--- config.mk ---
export PLATFORM = sky130hd
export DESIGN_NAME = progmem_arbiter_flat
export DESIGN_NICKNAME = d
export VERILOG_FILES = /design/src/rtl/progmem_pkg.sv /design/src/rtl/progmem_arbiter_if.sv /design/src/rtl/progmem_arbiter.sv /design/src/flat_wrapper.sv
export SDC_FILE = /design/constraint.sdc
export NUM_CORES = 1
export LEC_CHECK = 0
export BUFFER_PORTS_ARGS = -buffer_cell sky130_fd_sc_hd__clkbuf_2
export CORE_AREA = 5 5 87 65
export CTS_CLUSTER_SIZE = 12
export DETAILED_ROUTE_END_ITERATION = 8
export DIE_AREA = 0 0 92 70
export PLACE_DENSITY_LB_ADDON = 0.3
export SYNTH_ARGS = -nofsm -noshare
export SYNTH_HDL_FRONTEND = slang
export SYNTH_SLANG_ARGS = --single-unit
export TNS_END_PERCENT = 1
--- constraint.sdc ---
create_clock -name clock -period 1.25 [get_ports clock]
set_clock_uncertainty 0.2 [all_clocks]
set_input_delay 0.0625 -clock clock [delete_from_list [all_inputs] [get_ports clock]]
set_output_delay 0.0625 -clock clock [all_outputs]
set_load 0.005 [all_outputs]
--- src/rtl/progmem_pkg.sv ---
// Shared types for the program-memory arbiter: widths, read-owner tag, two-way round-robin pick.
package progmem_pkg;

  localparam int PM_ADDR_W = 7;
  localparam int PM_DATA_W = 32;

  typedef enum logic [1:0] {SEL_NONE, SEL_A, SEL_B} sel_t;

  // Picks the read owner; on contention the port that did not win last time gets it.
  function automatic sel_t rr_pick(input logic a_want, input logic b_want, input sel_t last);
    if (a_want && b_want) return (last == SEL_A) ? SEL_B : SEL_A;
    if (a_want)           return SEL_A;
    if (b_want)           return SEL_B;
    return SEL_NONE;
  endfunction

endpackage

--- src/rtl/progmem_arbiter_if.sv ---
// Requester and memory-side signals of the program-memory arbiter.
interface progmem_arbiter_if #(
  parameter int ADDR_W = 7,
  parameter int DATA_W = 32
);
  logic              a_req;
  logic [ADDR_W-1:0] a_addr;
  logic              a_gnt;
  logic              a_rvalid;
  logic [DATA_W-1:0] a_rdata;
  logic              b_req;
  logic              b_we;
  logic [ADDR_W-1:0] b_addr;
  logic [DATA_W-1:0] b_wdata;
  logic              b_gnt;
  logic              b_rvalid;
  logic [DATA_W-1:0] b_rdata;
  logic              pm_rden;
  logic [ADDR_W-1:0] pm_rdaddress;
  logic              pm_wren;
  logic [ADDR_W-1:0] pm_wraddress;
  logic [DATA_W-1:0] pm_data;
  logic [DATA_W-1:0] pm_q;

  modport slave (
    input  a_req, a_addr, b_req, b_we, b_addr, b_wdata, pm_q,
    output a_gnt, a_rvalid, a_rdata, b_gnt, b_rvalid, b_rdata,
           pm_rden, pm_rdaddress, pm_wren, pm_wraddress, pm_data
  );

  modport master (
    output a_req, a_addr, b_req, b_we, b_addr, b_wdata, pm_q,
    input  a_gnt, a_rvalid, a_rdata, b_gnt, b_rvalid, b_rdata,
           pm_rden, pm_rdaddress, pm_wren, pm_wraddress, pm_data
  );
endinterface

--- src/rtl/progmem_arbiter.sv ---
// Arbitrates one read and one write per cycle into the program memory for fetch (A) and loader (B);
// read data returns with rvalid one cycle after grant; requesters hold until gnt.
module progmem_arbiter
  import progmem_pkg::*;
#(
  parameter int ADDR_W = PM_ADDR_W,
  parameter int DATA_W = PM_DATA_W
) (
  input logic               clock,
  input logic               reset,
  progmem_arbiter_if.slave  bus
);

  sel_t sel_q, sel_d;
  sel_t rr_last, rr_d;
  sel_t pick;

  logic              b_rd, b_wr, raw_hit, contended;
  logic              a_gnt_c, b_rd_gnt, b_wr_gnt;
  logic [ADDR_W-1:0] rd_addr, wr_addr;
  logic [DATA_W-1:0] wr_data, a_rdata_c, b_rdata_c;

  always_ff @(posedge clock or posedge reset) begin
    if (reset) begin
      sel_q   <= SEL_NONE;
      rr_last <= SEL_B;
    end else begin
      sel_q   <= sel_d;
      rr_last <= rr_d;
    end
  end

  always_comb begin
    b_rd      = bus.b_req & ~bus.b_we;
    b_wr      = bus.b_req & bus.b_we;
    // A same-address write wins so the held fetch reads the new word next cycle.
    raw_hit   = b_wr & bus.a_req & (bus.a_addr == bus.b_addr);
    pick      = rr_pick(bus.a_req & ~raw_hit, b_rd, rr_last);
    contended = bus.a_req & b_rd;

    a_gnt_c  = 1'b0;
    b_rd_gnt = 1'b0;
    b_wr_gnt = 1'b0;
    sel_d    = SEL_NONE;
    rr_d     = rr_last;
    if (!reset) begin
      a_gnt_c  = (pick == SEL_A);
      b_rd_gnt = (pick == SEL_B);
      b_wr_gnt = b_wr;
      sel_d    = pick;
      if (contended) rr_d = pick;
    end

    rd_addr = '0;
    if (a_gnt_c)       rd_addr = bus.a_addr;
    else if (b_rd_gnt) rd_addr = bus.b_addr;

    wr_addr = b_wr_gnt ? bus.b_addr  : '0;
    wr_data = b_wr_gnt ? bus.b_wdata : '0;

    a_rdata_c = (sel_q == SEL_A) ? bus.pm_q : '0;
    b_rdata_c = (sel_q == SEL_B) ? bus.pm_q : '0;
  end

  assign bus.a_gnt        = a_gnt_c;
  assign bus.b_gnt        = b_rd_gnt | b_wr_gnt;
  assign bus.pm_rden      = a_gnt_c | b_rd_gnt;
  assign bus.pm_rdaddress = rd_addr;
  assign bus.pm_wren      = b_wr_gnt;
  assign bus.pm_wraddress = wr_addr;
  assign bus.pm_data      = wr_data;
  assign bus.a_rvalid     = (sel_q == SEL_A);
  assign bus.b_rvalid     = (sel_q == SEL_B);
  assign bus.a_rdata      = a_rdata_c;
  assign bus.b_rdata      = b_rdata_c;

endmodule

--- src/flat_wrapper.sv ---
// flat-port wrapper written by rule: the top's interface ports become plain ports
module progmem_arbiter_flat import progmem_pkg::*;
#(
  parameter int ADDR_W = PM_ADDR_W,
  parameter int DATA_W = PM_DATA_W
)
  (clock, reset, bus_a_req, bus_a_addr, bus_b_req, bus_b_we, bus_b_addr, bus_b_wdata, bus_pm_q, bus_a_gnt, bus_a_rvalid, bus_a_rdata, bus_b_gnt, bus_b_rvalid, bus_b_rdata, bus_pm_rden, bus_pm_rdaddress, bus_pm_wren, bus_pm_wraddress, bus_pm_data);
  progmem_arbiter_if #(.ADDR_W(ADDR_W), .DATA_W(DATA_W)) bus_i ();
  input logic clock;
  input logic reset;
  input wire logic [$bits(bus_i.a_req)-1:0] bus_a_req;
  input wire logic [$bits(bus_i.a_addr)-1:0] bus_a_addr;
  input wire logic [$bits(bus_i.b_req)-1:0] bus_b_req;
  input wire logic [$bits(bus_i.b_we)-1:0] bus_b_we;
  input wire logic [$bits(bus_i.b_addr)-1:0] bus_b_addr;
  input wire logic [$bits(bus_i.b_wdata)-1:0] bus_b_wdata;
  input wire logic [$bits(bus_i.pm_q)-1:0] bus_pm_q;
  output wire logic [$bits(bus_i.a_gnt)-1:0] bus_a_gnt;
  output wire logic [$bits(bus_i.a_rvalid)-1:0] bus_a_rvalid;
  output wire logic [$bits(bus_i.a_rdata)-1:0] bus_a_rdata;
  output wire logic [$bits(bus_i.b_gnt)-1:0] bus_b_gnt;
  output wire logic [$bits(bus_i.b_rvalid)-1:0] bus_b_rvalid;
  output wire logic [$bits(bus_i.b_rdata)-1:0] bus_b_rdata;
  output wire logic [$bits(bus_i.pm_rden)-1:0] bus_pm_rden;
  output wire logic [$bits(bus_i.pm_rdaddress)-1:0] bus_pm_rdaddress;
  output wire logic [$bits(bus_i.pm_wren)-1:0] bus_pm_wren;
  output wire logic [$bits(bus_i.pm_wraddress)-1:0] bus_pm_wraddress;
  output wire logic [$bits(bus_i.pm_data)-1:0] bus_pm_data;
  assign bus_i.a_req = bus_a_req;
  assign bus_i.a_addr = bus_a_addr;
  assign bus_i.b_req = bus_b_req;
  assign bus_i.b_we = bus_b_we;
  assign bus_i.b_addr = bus_b_addr;
  assign bus_i.b_wdata = bus_b_wdata;
  assign bus_i.pm_q = bus_pm_q;
  assign bus_a_gnt = bus_i.a_gnt;
  assign bus_a_rvalid = bus_i.a_rvalid;
  assign bus_a_rdata = bus_i.a_rdata;
  assign bus_b_gnt = bus_i.b_gnt;
  assign bus_b_rvalid = bus_i.b_rvalid;
  assign bus_b_rdata = bus_i.b_rdata;
  assign bus_pm_rden = bus_i.pm_rden;
  assign bus_pm_rdaddress = bus_i.pm_rdaddress;
  assign bus_pm_wren = bus_i.pm_wren;
  assign bus_pm_wraddress = bus_i.pm_wraddress;
  assign bus_pm_data = bus_i.pm_data;
  progmem_arbiter #(.ADDR_W(ADDR_W), .DATA_W(DATA_W)) u_core (.clock(clock), .reset(reset), .bus(bus_i));
endmodule
==> impl_table.tex, run 1 <==
\begin{tabular}{lr}
\hline
Metric & Value \\
\hline
\multicolumn{2}{l}{\textbf{Worst hold path}} \\
Class of the worst hold path & in2reg \\
\multicolumn{2}{l}{\textbf{Status}} \\
Outcome & complete, but fails checks \\
Violations in the final reports & negative setup slack \\
\multicolumn{2}{l}{\textbf{Detailed routing}} \\
Post-route ant nets & 0 \\
Average routed wire per standard cell & around 12 um \\
DR DRC count & 0 \\
Vias after detailed routing & 1901 \\
Wirelength, routed & 5380 um \\
Average vias per placed instance & 4.24 \\
Detailed Routing Iterations Pass 1 & 4 \\
DRT iter0 DRCs & 37 \\
\multicolumn{2}{l}{\textbf{Worst setup path}} \\
Worst setup EP type & output pin \\
CP Max Fanout & 9 \\
WP data required & between 0.9 and 1 ns \\
Data arrival at the endpoint of the critical path & 1.46 ns \\
Worst Path Buf+Inv & 2 \\
Cell with the biggest individual delay on the critical path & sky130\_fd\_sc\_hd\_\_dfstp\_2 \\
Type of the worst setup path & reg2out \\
Chain of cells forming the critical path & nand2b\_4 -> a211oi\_4 -> buf\_12 -> or2\_2 -> clkbuf\_2 \\
Delay contributed by the slowest stage of the critical path & 0.53 ns \\
Family of cells with the greatest summed delay on the critical path & flip-flops \\
Critical Path Start Type & flip-flop \\
\multicolumn{2}{l}{\textbf{Synth}} \\
Count of distinct cell types in the synthesized netlist & 26 \\
Post-synth top flop & sky130\_fd\_sc\_hd\_\_dfrtp\_1 \\
Mean instance size in the synthesized netlist & 6.72 um\^{}2 \\
Sequential fraction of the synthesis area & 8.92\% \\
Synth Register Bits & 4 \\
Syn nets & roughly 250 \\
Total number of yosys warnings & 0 \\
Share of flip-flops with an asynchronous set or reset after synthesis & 100\% \\
Number of enable-type register cells in the synthesized netlist & 0 \\
Mapped cell area & 1140 um\^{}2 \\
Post-synthesis instance total & 169 \\
\multicolumn{2}{l}{\textbf{Clocking}} \\
TritonCTS clock tree & built \\
Clock tree root driver cell & sky130\_fd\_sc\_hd\_\_clkbuf\_8 \\
Post-CTS clock slew at the launch and capture registers of the worst setup and hold paths & $\sim$0.03 ns \\
Number of buffers on the longest clock path & 2 \\
Clock tree sinks & 4 \\
Clock Latency Late Sink & 0.21 ns \\
Count of H-tree levels built during CTS & 1 \\
TritonCTS buffer count & 3 \\
\multicolumn{2}{l}{\textbf{Placed design}} \\
Hpwl dp & 4940 um \\
Placed cell count & 442 \\
IO Port Bufs & 198 \\
Final weighted congestion of routability-driven global placement & between 0.7 and 0.8 \\
\multicolumn{2}{l}{\textbf{Final layout}} \\
Final-stage net count & 475 \\
Synthesis-to-layout area growth & 120\% \\
Final-layout fill cell count & 470 \\
Share of final-layout standard cells stronger than drive strength 1 & between 60 and 70\% \\
Final cell count without fillers & 448 \\
Antenna Diode Count & 0 \\
\multicolumn{2}{l}{\textbf{STA}} \\
Worst Max-Slew Pin Slew & 0.317 ns \\
Final period util & 138\% \\
Max-slew violation count & 0 \\
Fin crit period & between 1.5 and 2 ns \\
Final hold violation count & 0 \\
Final Worst Setup Slack & -0.475 ns \\
Unrepaired setup endpoints after global routing & true \\
Count of final setup violators & 79 \\
Headroom to the max-slew limit & 78.9\% \\
Achievable Freq & 0.580 GHz \\
Hold Worst Slack & 0.186 ns \\
\multicolumn{2}{l}{\textbf{GRT}} \\
GRT Total Usage & around 16\% \\
Via count of the first global-routing pass & between 1500 and 2000 \\
Total congestion overflow after global routing & 0 \\
First-pass GRT wire length & 8560 um \\
Largest net degree at the start of global routing & 24 \\
Initial antenna violation count & 0 \\
\multicolumn{2}{l}{\textbf{Die}} \\
Effective utilization at floorplan & roughly a quarter \\
\# rows & 21 \\
I/O Pins & 199 \\
Die outline height & roughly 70 um \\
DIE AREA & 6440 um\^{}2 \\
Die width & around 92 um \\
Core Region & 4680 um\^{}2 \\
\multicolumn{2}{l}{\textbf{Pwr}} \\
Worst-case vdd ir drop & between 0.3 and 0.4 mV \\
Power per cell area & 516 nW/um\^{}2 \\
Leakage power & around 1.5 nW \\
\multicolumn{2}{l}{\textbf{Run}} \\
Reported max-cap violation count & 0 \\
\hline
\end{tabular}
==> worst reg2reg max path: stages, from the launching register on <==
cell and delay, ns:
sky130_fd_sc_hd__dfrtp_1 0.35, sky130_fd_sc_hd__buf_4 0.13, sky130_fd_sc_hd__nand2b_4 0.05, sky130_fd_sc_hd__a211oi_4 0.26, sky130_fd_sc_hd__buf_12 0.16, sky130_fd_sc_hd__buf_4 0.10
==> stage by stage <==
step	setup TNS, ns	utilization (%)	cell area [um^2]	worst slack (ns)	total power [W]
2_1_floorplan	-0.367	-	1150	-0.0511	0.000539
3_3_place_gp	-3.16	51.0	2390	-0.252	0.000978
3_5_place_dp	-3.76	51.0	2390	-0.323	0.000994
4_1_cts	-16.93	53.3	2490	-0.487	0.00131
5_1_grt	-22.21	53.5	2500	-0.532	0.00141
6_report	-15.81	53.5	2500	-0.475	0.00129
==> synth_stat cells, drive strengths merged (2+ instances only) <==
library cell,instances,area [um^2]
xnor2,5,43.8
inv,2,7.51
nor2b,4,25.0
xor2,2,17.5
clkbuf,11,42.5
nand2b,3,18.8
a22oi,7,52.6
o21bai,2,15.0
nand2,7,26.3
nor2,2,7.51
dfrtp,3,75.1
o21ai,7,35.0
and2,103,646
==> metal layers <==
layer | wire, um | global-route usage [%] | up-vias
met3 | 601 | 4.72 | 2
met1 | 1800 | 15.2 | 816
met2 | 2950 | 32.7 | 104
met5 | 0 | 0 | -
met4 | 28 | 2.47 | 0
li1 | - | - | 979
==> cell usage in the layout, fill, tap and decap left out, types with 3 or more instances in the layout <==
cell type,count
sky130_fd_sc_hd__dfrtp_1,3
sky130_fd_sc_hd__buf_4,23
sky130_fd_sc_hd__and2_1,102
sky130_fd_sc_hd__clkbuf_8,3
sky130_fd_sc_hd__buf_6,4
sky130_fd_sc_hd__buf_2,4
sky130_fd_sc_hd__a22oi_1,7
sky130_fd_sc_hd__o21ai_1,7
sky130_fd_sc_hd__clkbuf_2,194
sky130_fd_sc_hd__xnor2_1,5
sky130_fd_sc_hd__nand2_1,7
==> sequential cells by signal, summed over array words and instances, names as in the netlist <==
signal          count
u_core.rr_last      2
u_core.sel_q        2
==> path summary, 6_finish.rpt <==
check	start	endpoint	slack [ns]	cells past startpoint
min in group asynchronous	reset	u_core.sel_q[0]	0.27	5
max in group asynchronous	reset	u_core.rr_last[1]	0.38	5
worst max register to register	u_core.rr_last[0]	u_core.sel_q[1]	-0.05	5
worst max-delay path	u_core.rr_last[1]	bus_b_gnt	-0.47	5
worst min register to register	u_core.rr_last[0]	u_core.rr_last[0]	0.35	2
worst min-delay path	reset	u_core.sel_q[1]	0.19	5
==> what timing repair did <==
action                                 in CTS  in global routing
setup endpoints to repair                 118                118
endpoints found under the hold margin       4                  0
pin swaps                                   2                  2
gates resized for setup                     9                  7
setup buffers                               1                  0
hold buffers                                1                  0
==> power breakdown <==
part / switching (W) / total [W] / internal (W)
registers: 0.0000246 / 0.000202 / 0.000177
clock network: 0.0000653 / 0.000283 / 0.000218
logic: 0.000341 / 0.000806 / 0.000465
==> logic make-up after synthesis <==
logic type | share of synthesized area [%]
compound gates | 11.8
xor+xnor | 5.40
buf+inv | 4.41
flops | 8.92
mux | 0.991
simple gates | 68.5
==> cell type report <==
cell class	instances	area [um^2]	share of cell area, %
Clock buffer	4	45.0	1.80
Inverter	2	7.51	0.300
Multi-Input combinational cell	152	1010	40.3
Sequential cell	4	101	4.05
Tap cell	57	71.3	2.85
Timing Repair Buffer	229	1270	50.7
Power figures use the tool's default switching activity.
==> run 2, diff against run 1 <==
--- a/config.mk
+++ b/config.mk
@@ -6,10 +6,10 @@
 export NUM_CORES = 1
 export LEC_CHECK = 0
 export BUFFER_PORTS_ARGS = -buffer_cell sky130_fd_sc_hd__clkbuf_2
-export CORE_AREA = 5 5 87 65
+export CORE_AREA = 5 5 74 76
 export CTS_CLUSTER_SIZE = 12
 export DETAILED_ROUTE_END_ITERATION = 8
-export DIE_AREA = 0 0 92 70
+export DIE_AREA = 0 0 79 81
 export PLACE_DENSITY_LB_ADDON = 0.3
 export SYNTH_ARGS = -nofsm -noshare
 export SYNTH_HDL_FRONTEND = slang
==> run 2 against run 1 <==
  * Highest routed layer unchanged
  * First-iteration DRC count fell by 65%
  * Via count grew 1.9%
  * Clock power about the same
  * The run still ends with negative setup slack left
  * Critical endpoint is now bus_pm_rdaddress[5]
==> impl_table.tex, run 2 (synthesis results as in run 1) <==
\begin{tabular}{lr}
\hline
Metric & Value \\
\hline
\multicolumn{2}{l}{\textbf{Worst hold path}} \\
Class of the worst hold path & in2reg (unchanged) \\
\multicolumn{2}{l}{\textbf{GRT}} \\
GRT Total Usage & 16.7\% (was 15.7\%) \\
Met1 track utilization from global routing & 15.6\% (was 15.2\%) \\
Routing usage on met3 & 5.76\% (was 4.72\%) \\
First-pass GRT wire length & 8630 um (was 8560 um) \\
Total congestion overflow after global routing & 0 (unchanged) \\
Via count of the first global-routing pass & 1879 (was 1849) \\
Largest net degree at the start of global routing & 34 (was 24) \\
Busiest metal layer after global routing & met2 (unchanged) \\
Met2 capacity usage during global routing & 34.1\% (was 32.7\%) \\
Initial antenna violation count & 0 (unchanged) \\
\multicolumn{2}{l}{\textbf{Worst setup path}} \\
CP Max Fanout & 8 (was 9) \\
Worst reg2reg path startpoint & u\_core.rr\_last[1] (was u\_core.rr\_last[0]) \\
Crit. Startpoint & u\_core.rr\_last[1] (unchanged) \\
Data arrival at the endpoint of the critical path & 1.45 ns (was 1.46 ns) \\
WP data required & 0.99 ns (about the same) \\
Critical Path Start Type & flip-flop (unchanged) \\
Type of the worst setup path & reg2out (unchanged) \\
Worst setup EP type & output pin (unchanged) \\
Setup slack on the worst flop-to-flop path & -0.01 ns (was -0.05 ns) \\
Cell count of the worst reg-to-reg path & 4 (was 5) \\
Worst Setup EP & bus\_pm\_rdaddress[5] (was bus\_b\_gnt) \\
Critical R2R Capture & u\_core.sel\_q[0] (was u\_core.sel\_q[1]) \\
\multicolumn{2}{l}{\textbf{Final layout}} \\
Most frequent cells in the layout & sky130\_fd\_sc\_hd\_\_clkbuf\_2, sky130\_fd\_sc\_hd\_\_and2\_1, sky130\_fd\_sc\_hd\_\_buf\_4 (unchanged) \\
Utilization after layout & 54.6\% (was 53.5\%) \\
Final-stage net count & 476 (was 475) \\
Share of final-layout standard cells stronger than drive strength 1 & 63.5\% (was 62.1\%) \\
Final-layout fill cell count & 461 (was 470) \\
Final cell count without fillers & 446 (was 448) \\
Most frequent standard cell in the layout excluding fill and tap cells & sky130\_fd\_sc\_hd\_\_clkbuf\_2 (unchanged) \\
Top Registers & u\_core.rr\_last: 2 flops, u\_core.sel\_q: 2 flops (unchanged) \\
Storage element area & 101 um\^{}2 (unchanged) \\
Area occupied by multi-input gates & 1030 um\^{}2 (was 1010 um\^{}2) \\
Synthesis-to-layout area growth & 124\% (was 120\%) \\
Antenna Diode Count & 0 (unchanged) \\
\multicolumn{2}{l}{\textbf{Detailed routing}} \\
DRT iter0 DRCs & 13 (was 37) \\
Average vias per placed instance & 4.34 (was 4.24) \\
DR DRC count & 0 (unchanged) \\
Average routed wire per standard cell & 12.7 um (was 12.0 um) \\
Wirelength, routed & 5660 um (was 5380 um) \\
Vias after detailed routing & 1937 (was 1901) \\
Post-route ant nets & 0 (unchanged) \\
Detailed Routing Iterations Pass 1 & 4 (unchanged) \\
\multicolumn{2}{l}{\textbf{Clocking}} \\
Clock tree root driver cell & sky130\_fd\_sc\_hd\_\_clkbuf\_8 (unchanged) \\
Clock tree sinks & 4 (unchanged) \\
Number of buffers on the longest clock path & 2 (unchanged) \\
Clock Latency Late Sink & 0.21 ns (about the same) \\
TritonCTS buffer count & 3 (unchanged) \\
Post-CTS clock slew at the launch and capture registers of the worst setup and hold paths & 0.03 ns (about the same) \\
Count of H-tree levels built during CTS & 1 (unchanged) \\
TritonCTS clock tree & built (unchanged) \\
\multicolumn{2}{l}{\textbf{STA}} \\
Final Worst Setup Slack & -0.463 ns (was -0.475 ns) \\
Fin crit period & 1.71 ns (was 1.72 ns) \\
Achievable Freq & 0.584 GHz (was 0.580 GHz) \\
Count of final setup violators & 77 (was 79) \\
Headroom to the max-slew limit & 82.2\% (was 78.9\%) \\
Final period util & 137\% (was 138\%) \\
Max-slew violation count & 0 (unchanged) \\
Final hold violation count & 0 (unchanged) \\
Unrepaired setup endpoints after global routing & true (unchanged) \\
Worst Max-Slew Pin Slew & 0.267 ns (was 0.317 ns) \\
\multicolumn{2}{l}{\textbf{Pwr}} \\
Leakage power & 1.55 nW (was 1.53 nW) \\
Worst-case vdd ir drop & 0.509 mV (was 0.304 mV) \\
Power per cell area & 519 nW/um\^{}2 (was 516 nW/um\^{}2) \\
\multicolumn{2}{l}{\textbf{Placed design}} \\
Worst setup timing slack at the placement stage & -0.313 ns (was -0.323 ns) \\
Final weighted congestion of routability-driven global placement & 0.779 (was 0.777) \\
IO Port Bufs & 198 (unchanged) \\
Placed cell count & 439 (was 442) \\
Hpwl dp & 5100 um (was 4940 um) \\
\multicolumn{2}{l}{\textbf{Die}} \\
DIE AREA & 6400 um\^{}2 (was 6440 um\^{}2) \\
I/O Pins & 199 (unchanged) \\
\# rows & 25 (was 21) \\
Core Region & 4660 um\^{}2 (was 4680 um\^{}2) \\
Effective utilization at floorplan & 24.4\% (was 24.3\%) \\
Die width & 79 um (was 92 um) \\
Die outline height & 81 um (was 70 um) \\
\multicolumn{2}{l}{\textbf{Run}} \\
Reported max-cap violation count & 0 (unchanged) \\
\multicolumn{2}{l}{\textbf{Status}} \\
Violations in the final reports & negative setup slack (unchanged) \\
Outcome & complete, but fails checks (unchanged) \\
\hline
\end{tabular}
[run 2: cell types whose count changed in the layout (fill, tap and decap cells not counted), moves of 2 or more]
cell / delta
sky130_fd_sc_hd__buf_2: +11
sky130_fd_sc_hd__clkbuf_2: -11
sky130_fd_sc_hd__buf_6: -2
sky130_fd_sc_hd__buf_12: +2
sky130_fd_sc_hd__a22oi_1: -3
sky130_fd_sc_hd__a22oi_2: +3
[run 2: routing by layer]
metal  vias to the layer above  part of all wire [%]
li1                        981                     -
met1                       817                    31
met2                       133                    54
met3                         6                    14
met4                         0                   1.2
met5                         -                     0
[run 2: worst min path at each step]
stage | start | to | slack (ns) | cells past startpoint
after global routing | reset | u_core.sel_q[1] | 0.09 | 4
after CTS | reset | u_core.sel_q[1] | 0.06 | 4
after global placement | reset | u_core.rr_last[0] | -0.04 | 4
final | reset | u_core.sel_q[1] | 0.08 | 4
after detailed placement | reset | u_core.rr_last[0] | -0.04 | 4
after floorplan | reset | u_core.rr_last[0] | -0.37 | 1
[run 2: what timing repair did]
item	in CTS	in global routing
hold buffers	1	0
setup buffers	2	0
pin swaps	2	4
endpoints found under the setup margin	114	118
hold endpoints to repair	4	0
resized for setup	11	21
[run 2: stage by stage]
step,hold WS (ns),total power [W],setup TNS (ns),instance area [um^2]
2_1_floorplan,-0.367,0.000539,-0.367,1150
3_3_place_gp,-0.0357,0.000984,-3.02,2410
3_5_place_dp,-0.0379,0.000998,-3.95,2410
4_1_cts,0.0648,0.00134,-16.76,2530
5_1_grt,0.0900,0.00144,-21.63,2550
6_report,0.0797,0.00132,-15.90,2550
[run 2: final cells by class]
type | count | area share, %
clock buffers | 4 | 1.77
inverters | 2 | 0.295
multi-input cells | 152 | 40.5
flip-flops and latches | 4 | 3.98
well taps | 54 | 2.65
repair buffers | 230 | 50.8
[run 2: critical path: stages (launching register included)]
cell	delay [ns]
sky130_fd_sc_hd__dfstp_2	0.53
sky130_fd_sc_hd__nand2b_4	0.13
sky130_fd_sc_hd__a211oi_4	0.06
sky130_fd_sc_hd__buf_12	0.15
sky130_fd_sc_hd__a22oi_1	0.15
sky130_fd_sc_hd__o21ai_1	0.08
sky130_fd_sc_hd__buf_2	0.13
[run 2: report_power, final]
part	internal [W]	leakage [nW]	switching (W)	total, W
Clock	0.000218	0.0228	0.0000666	0.000284
Combinational	0.000491	1.48	0.000343	0.000834
Sequential	0.000177	0.0478	0.0000266	0.000204
Total	0.000886	1.55	0.000436	0.00132
==> run 3, diff against run 2 <==
--- a/config.mk
+++ b/config.mk
@@ -7,7 +7,8 @@
 export LEC_CHECK = 0
 export BUFFER_PORTS_ARGS = -buffer_cell sky130_fd_sc_hd__clkbuf_2
 export CORE_AREA = 5 5 74 76
-export CTS_CLUSTER_SIZE = 12
+export CTS_BUF_LIST = sky130_fd_sc_hd__clkbuf_8
+export CTS_CLUSTER_SIZE = 24
 export DETAILED_ROUTE_END_ITERATION = 8
 export DIE_AREA = 0 0 79 81
 export PLACE_DENSITY_LB_ADDON = 0.3
==> constraint.sdc (replaced) <==
create_clock -name clock -period 1.9 [get_ports clock]
set_clock_uncertainty 0.2 [all_clocks]
set_input_delay 0.095 -clock clock [delete_from_list [all_inputs] [get_ports clock]]
set_output_delay 0.095 -clock clock [all_outputs]
set_load 0.005 [all_outputs]
==> run 3 against run 2 <==
  * The flow now finishes without violations
  * Global-route usage decreased by 0.88 points
  * Final area decreased by 10%
  * Routed wire length decreased by 2.1%
  * Critical endpoint is now bus_b_gnt
  * Largest cell class unchanged
==> impl_table.tex, run 3 (synthesis results as in run 1) <==
\begin{tabular}{lr}
\hline
Metric & Value \\
\hline
\multicolumn{2}{l}{\textbf{Detailed routing}} \\
DR DRC count & 0 (unchanged) \\
Average vias per placed instance & 4.26 (was 4.34) \\
DRT iter0 DRCs & 24 (was 13) \\
Vias after detailed routing & 1803 (was 1937) \\
Detailed Routing Iterations Pass 1 & 4 (unchanged) \\
Average routed wire per standard cell & 13.1 um (was 12.7 um) \\
Post-route ant nets & 0 (unchanged) \\
Wirelength, routed & 5540 um (was 5660 um) \\
\multicolumn{2}{l}{\textbf{GRT}} \\
Busiest metal layer after global routing & met2 (unchanged) \\
Met1 track utilization from global routing & 15.3\% (was 15.6\%) \\
Initial antenna violation count & 0 (unchanged) \\
Largest net degree at the start of global routing & 36 (was 34) \\
First-pass GRT wire length & 8090 um (was 8630 um) \\
Routing usage on met3 & 6.76\% (was 5.76\%) \\
Via count of the first global-routing pass & 1695 (was 1879) \\
GRT Total Usage & 15.8\% (was 16.7\%) \\
Met2 capacity usage during global routing & 31.0\% (was 34.1\%) \\
Total congestion overflow after global routing & 0 (unchanged) \\
\multicolumn{2}{l}{\textbf{Worst setup path}} \\
Worst reg2reg path startpoint & u\_core.rr\_last[1] (unchanged) \\
Type of the worst setup path & reg2out (unchanged) \\
Worst setup EP type & output pin (unchanged) \\
Critical Path Start Type & flip-flop (unchanged) \\
Critical R2R Capture & u\_core.sel\_q[1] (was u\_core.sel\_q[0]) \\
Cell count of the worst reg-to-reg path & 3 (was 4) \\
Data arrival at the endpoint of the critical path & 1.51 ns (was 1.45 ns) \\
Setup slack on the worst flop-to-flop path & 0.28 ns (was -0.01 ns) \\
Cell with the biggest individual delay on the critical path & sky130\_fd\_sc\_hd\_\_dfstp\_2 (unchanged) \\
CP Max Fanout & 8 (unchanged) \\
WP data required & 1.60 ns (was 0.99 ns) \\
Chain of cells forming the critical path & nand2b\_1 -> a211oi\_4 -> buf\_4 -> or2\_2 -> clkbuf\_2 (was nand2b\_4 -> a211oi\_4 -> buf\_12 -> a22oi\_1 -> o21ai\_1 -> buf\_2) \\
Delay contributed by the slowest stage of the critical path & 0.52 ns (was 0.53 ns) \\
\multicolumn{2}{l}{\textbf{STA}} \\
Count of final setup violators & 0 (was 77) \\
Hold Worst Slack & 0.149 ns (was 0.0797 ns) \\
Max-slew violation count & 0 (unchanged) \\
Unrepaired setup endpoints after global routing & false (was true) \\
Achievable Freq & about 0.55 GHz \\
Final setup TNS & 0 ns (was -15.90 ns) \\
Final period util & 95.2\% \\
Final Worst Setup Slack & 0.0919 ns (was -0.463 ns) \\
Worst Max-Slew Pin Slew & 0.569 ns (was 0.267 ns) \\
Fin crit period & between 1.5 and 2 ns \\
Final hold violation count & 0 (unchanged) \\
Headroom to the max-slew limit & 61.8\% (was 82.2\%) \\
\multicolumn{2}{l}{\textbf{Final layout}} \\
Final-stage net count & 453 (was 476) \\
Antenna Diode Count & 0 (unchanged) \\
Synthesis-to-layout area growth & 102\% (was 124\%) \\
Most frequent standard cell in the layout excluding fill and tap cells & sky130\_fd\_sc\_hd\_\_clkbuf\_2 (unchanged) \\
Top Registers & u\_core.rr\_last: 2 flops, u\_core.sel\_q: 2 flops (unchanged) \\
Share of final-layout standard cells stronger than drive strength 1 & 58.3\% (was 63.5\%) \\
Most frequent cells in the layout & sky130\_fd\_sc\_hd\_\_clkbuf\_2, sky130\_fd\_sc\_hd\_\_and2\_1, sky130\_fd\_sc\_hd\_\_nand2\_1, sky130\_fd\_sc\_hd\_\_o21ai\_1, sky130\_fd\_sc\_hd\_\_a22oi\_1 (was sky130\_fd\_sc\_hd\_\_clkbuf\_2, sky130\_fd\_sc\_hd\_\_and2\_1, sky130\_fd\_sc\_hd\_\_buf\_4) \\
\multicolumn{2}{l}{\textbf{Clocking}} \\
Count of H-tree levels built during CTS & 1 (unchanged) \\
TritonCTS buffer count & 3 (unchanged) \\
Post-CTS clock slew at the launch and capture registers of the worst setup and hold paths & 0.03 ns (about the same) \\
Clock tree root driver cell & sky130\_fd\_sc\_hd\_\_clkbuf\_8 (unchanged) \\
Clock tree sinks & 4 (unchanged) \\
Clock Latency Late Sink & 0.21 ns (about the same) \\
TritonCTS clock tree & built (unchanged) \\
Number of buffers on the longest clock path & 2 (unchanged) \\
\multicolumn{2}{l}{\textbf{Pwr}} \\
Clock group share of total power & 24.4\% (was 21.5\%) \\
Worst-case vdd ir drop & 0.341 mV (was 0.509 mV) \\
Sw Ratio & 34.8\% (was 33.0\%) \\
Switch Pwr & 0.000261 W (was 0.000436 W) \\
Sequential share of power & 17.3\% (was 15.4\%) \\
Internal cell power & 0.000489 W (was 0.000886 W) \\
Power share of the combinational group & 58.3\% (was 63.1\%) \\
Power per cell area & 327 nW/um\^{}2 (was 519 nW/um\^{}2) \\
Leakage power & 1.41 nW (was 1.55 nW) \\
Total power draw & 0.000749 W (was 0.00132 W) \\
\multicolumn{2}{l}{\textbf{Worst hold path}} \\
Hold wc startpoint & bus\_b\_req (was reset) \\
Cell count of the worst hold path & 4 (unchanged) \\
Hold path endpoint & u\_core.sel\_q[0] (was u\_core.sel\_q[1]) \\
Class of the worst hold path & in2reg (unchanged) \\
\multicolumn{2}{l}{\textbf{Placed design}} \\
Worst setup timing slack at the placement stage & 0.216 ns (was -0.313 ns) \\
Final weighted congestion of routability-driven global placement & 0.703 (was 0.779) \\
IO Port Bufs & 198 (unchanged) \\
Hpwl dp & 4950 um (was 5100 um) \\
\multicolumn{2}{l}{\textbf{Die}} \\
I/O Pins & 199 (unchanged) \\
DIE AREA & 6400 um\^{}2 (unchanged) \\
Die width & 79 um (unchanged) \\
Die outline height & 81 um (unchanged) \\
Core Region & 4660 um\^{}2 (unchanged) \\
\# rows & 25 (unchanged) \\
Effective utilization at floorplan & 24.4\% (unchanged) \\
\multicolumn{2}{l}{\textbf{Status}} \\
Outcome & completed (was complete, but fails checks) \\
\multicolumn{2}{l}{\textbf{Run}} \\
Reported max-cap violation count & 0 (unchanged) \\
\hline
\end{tabular}
run 3: changes by cell type in the layout (fill, tap and decap cells not counted), sizes merged:
cell | before | now
buf | 46 | 6
inv | 2 | 3
dlygate4sd3 | 1 | 3
clkbuf | 187 | 201
run 3: what timing repair did:
item	in CTS	in global routing
hold endpoints to repair	5	0
resized for setup	0	1
setup buffers	0	1
hold buffers	3	0
endpoints found under the setup margin	0	7
run 3: cell type report:
type,instances,area [um^2]
timing repair buffer,207,1080
inverter,2,7.51
sequential,4,101
clock inverter,1,3.75
fill,501,2370
tap,54,67.6
clock buffer,3,41.3
multi-input combinational,152,990
run 3: worst max path at each step:
| stage | from | end | cells past startpoint |
|---|---|---|---|
| 2_1_floorplan | u_core.rr_last[1] | bus_pm_rdaddress[0] | 4 |
| 3_3_place_gp | bus_b_addr[4] | bus_pm_rden | 6 |
| 3_5_place_dp | bus_b_addr[4] | bus_pm_rden | 6 |
| 4_1_cts | u_core.rr_last[1] | bus_pm_rdaddress[3] | 5 |
| 5_1_grt | u_core.rr_last[1] | bus_pm_rdaddress[6] | 6 |
| 6_report | u_core.rr_last[1] | bus_b_gnt | 5 |
run 3: metrics by stage:
step	utilization [%]	area (um^2)	cells
floorplan	-	1140	169
global placement	47.2	2200	415
detailed placement	47.2	2200	415
CTS	48.9	2280	422
global route	49.1	2290	423
finish	49.1	2290	423
run 3: critical path: cells and delay by family (launching register included):
kind	cells	cell delay, ns
AOI/OAI and AO/OA	1	0.07
buffers and inverters	2	0.30
DFF	1	0.52
and+or+nand+nor	2	0.41
run 3: power groups by stage:
stage               clock [W]  sequential [W]  combinational (W)
floorplan                   0        0.000127           0.000203
global placement            0        0.000129           0.000430
detailed placement          0        0.000130           0.000436
CTS                  0.000188        0.000130           0.000442
global route         0.000196        0.000135           0.000489
finish               0.000183        0.000129           0.000437
run 3: per-layer routing:
layer / routed length, um / vias to the layer above
met2: 2920 / 122
met5: 0 / -
li1: - / 938
met4: 41 / 0
met3: 830 / 2
met1: 1740 / 741
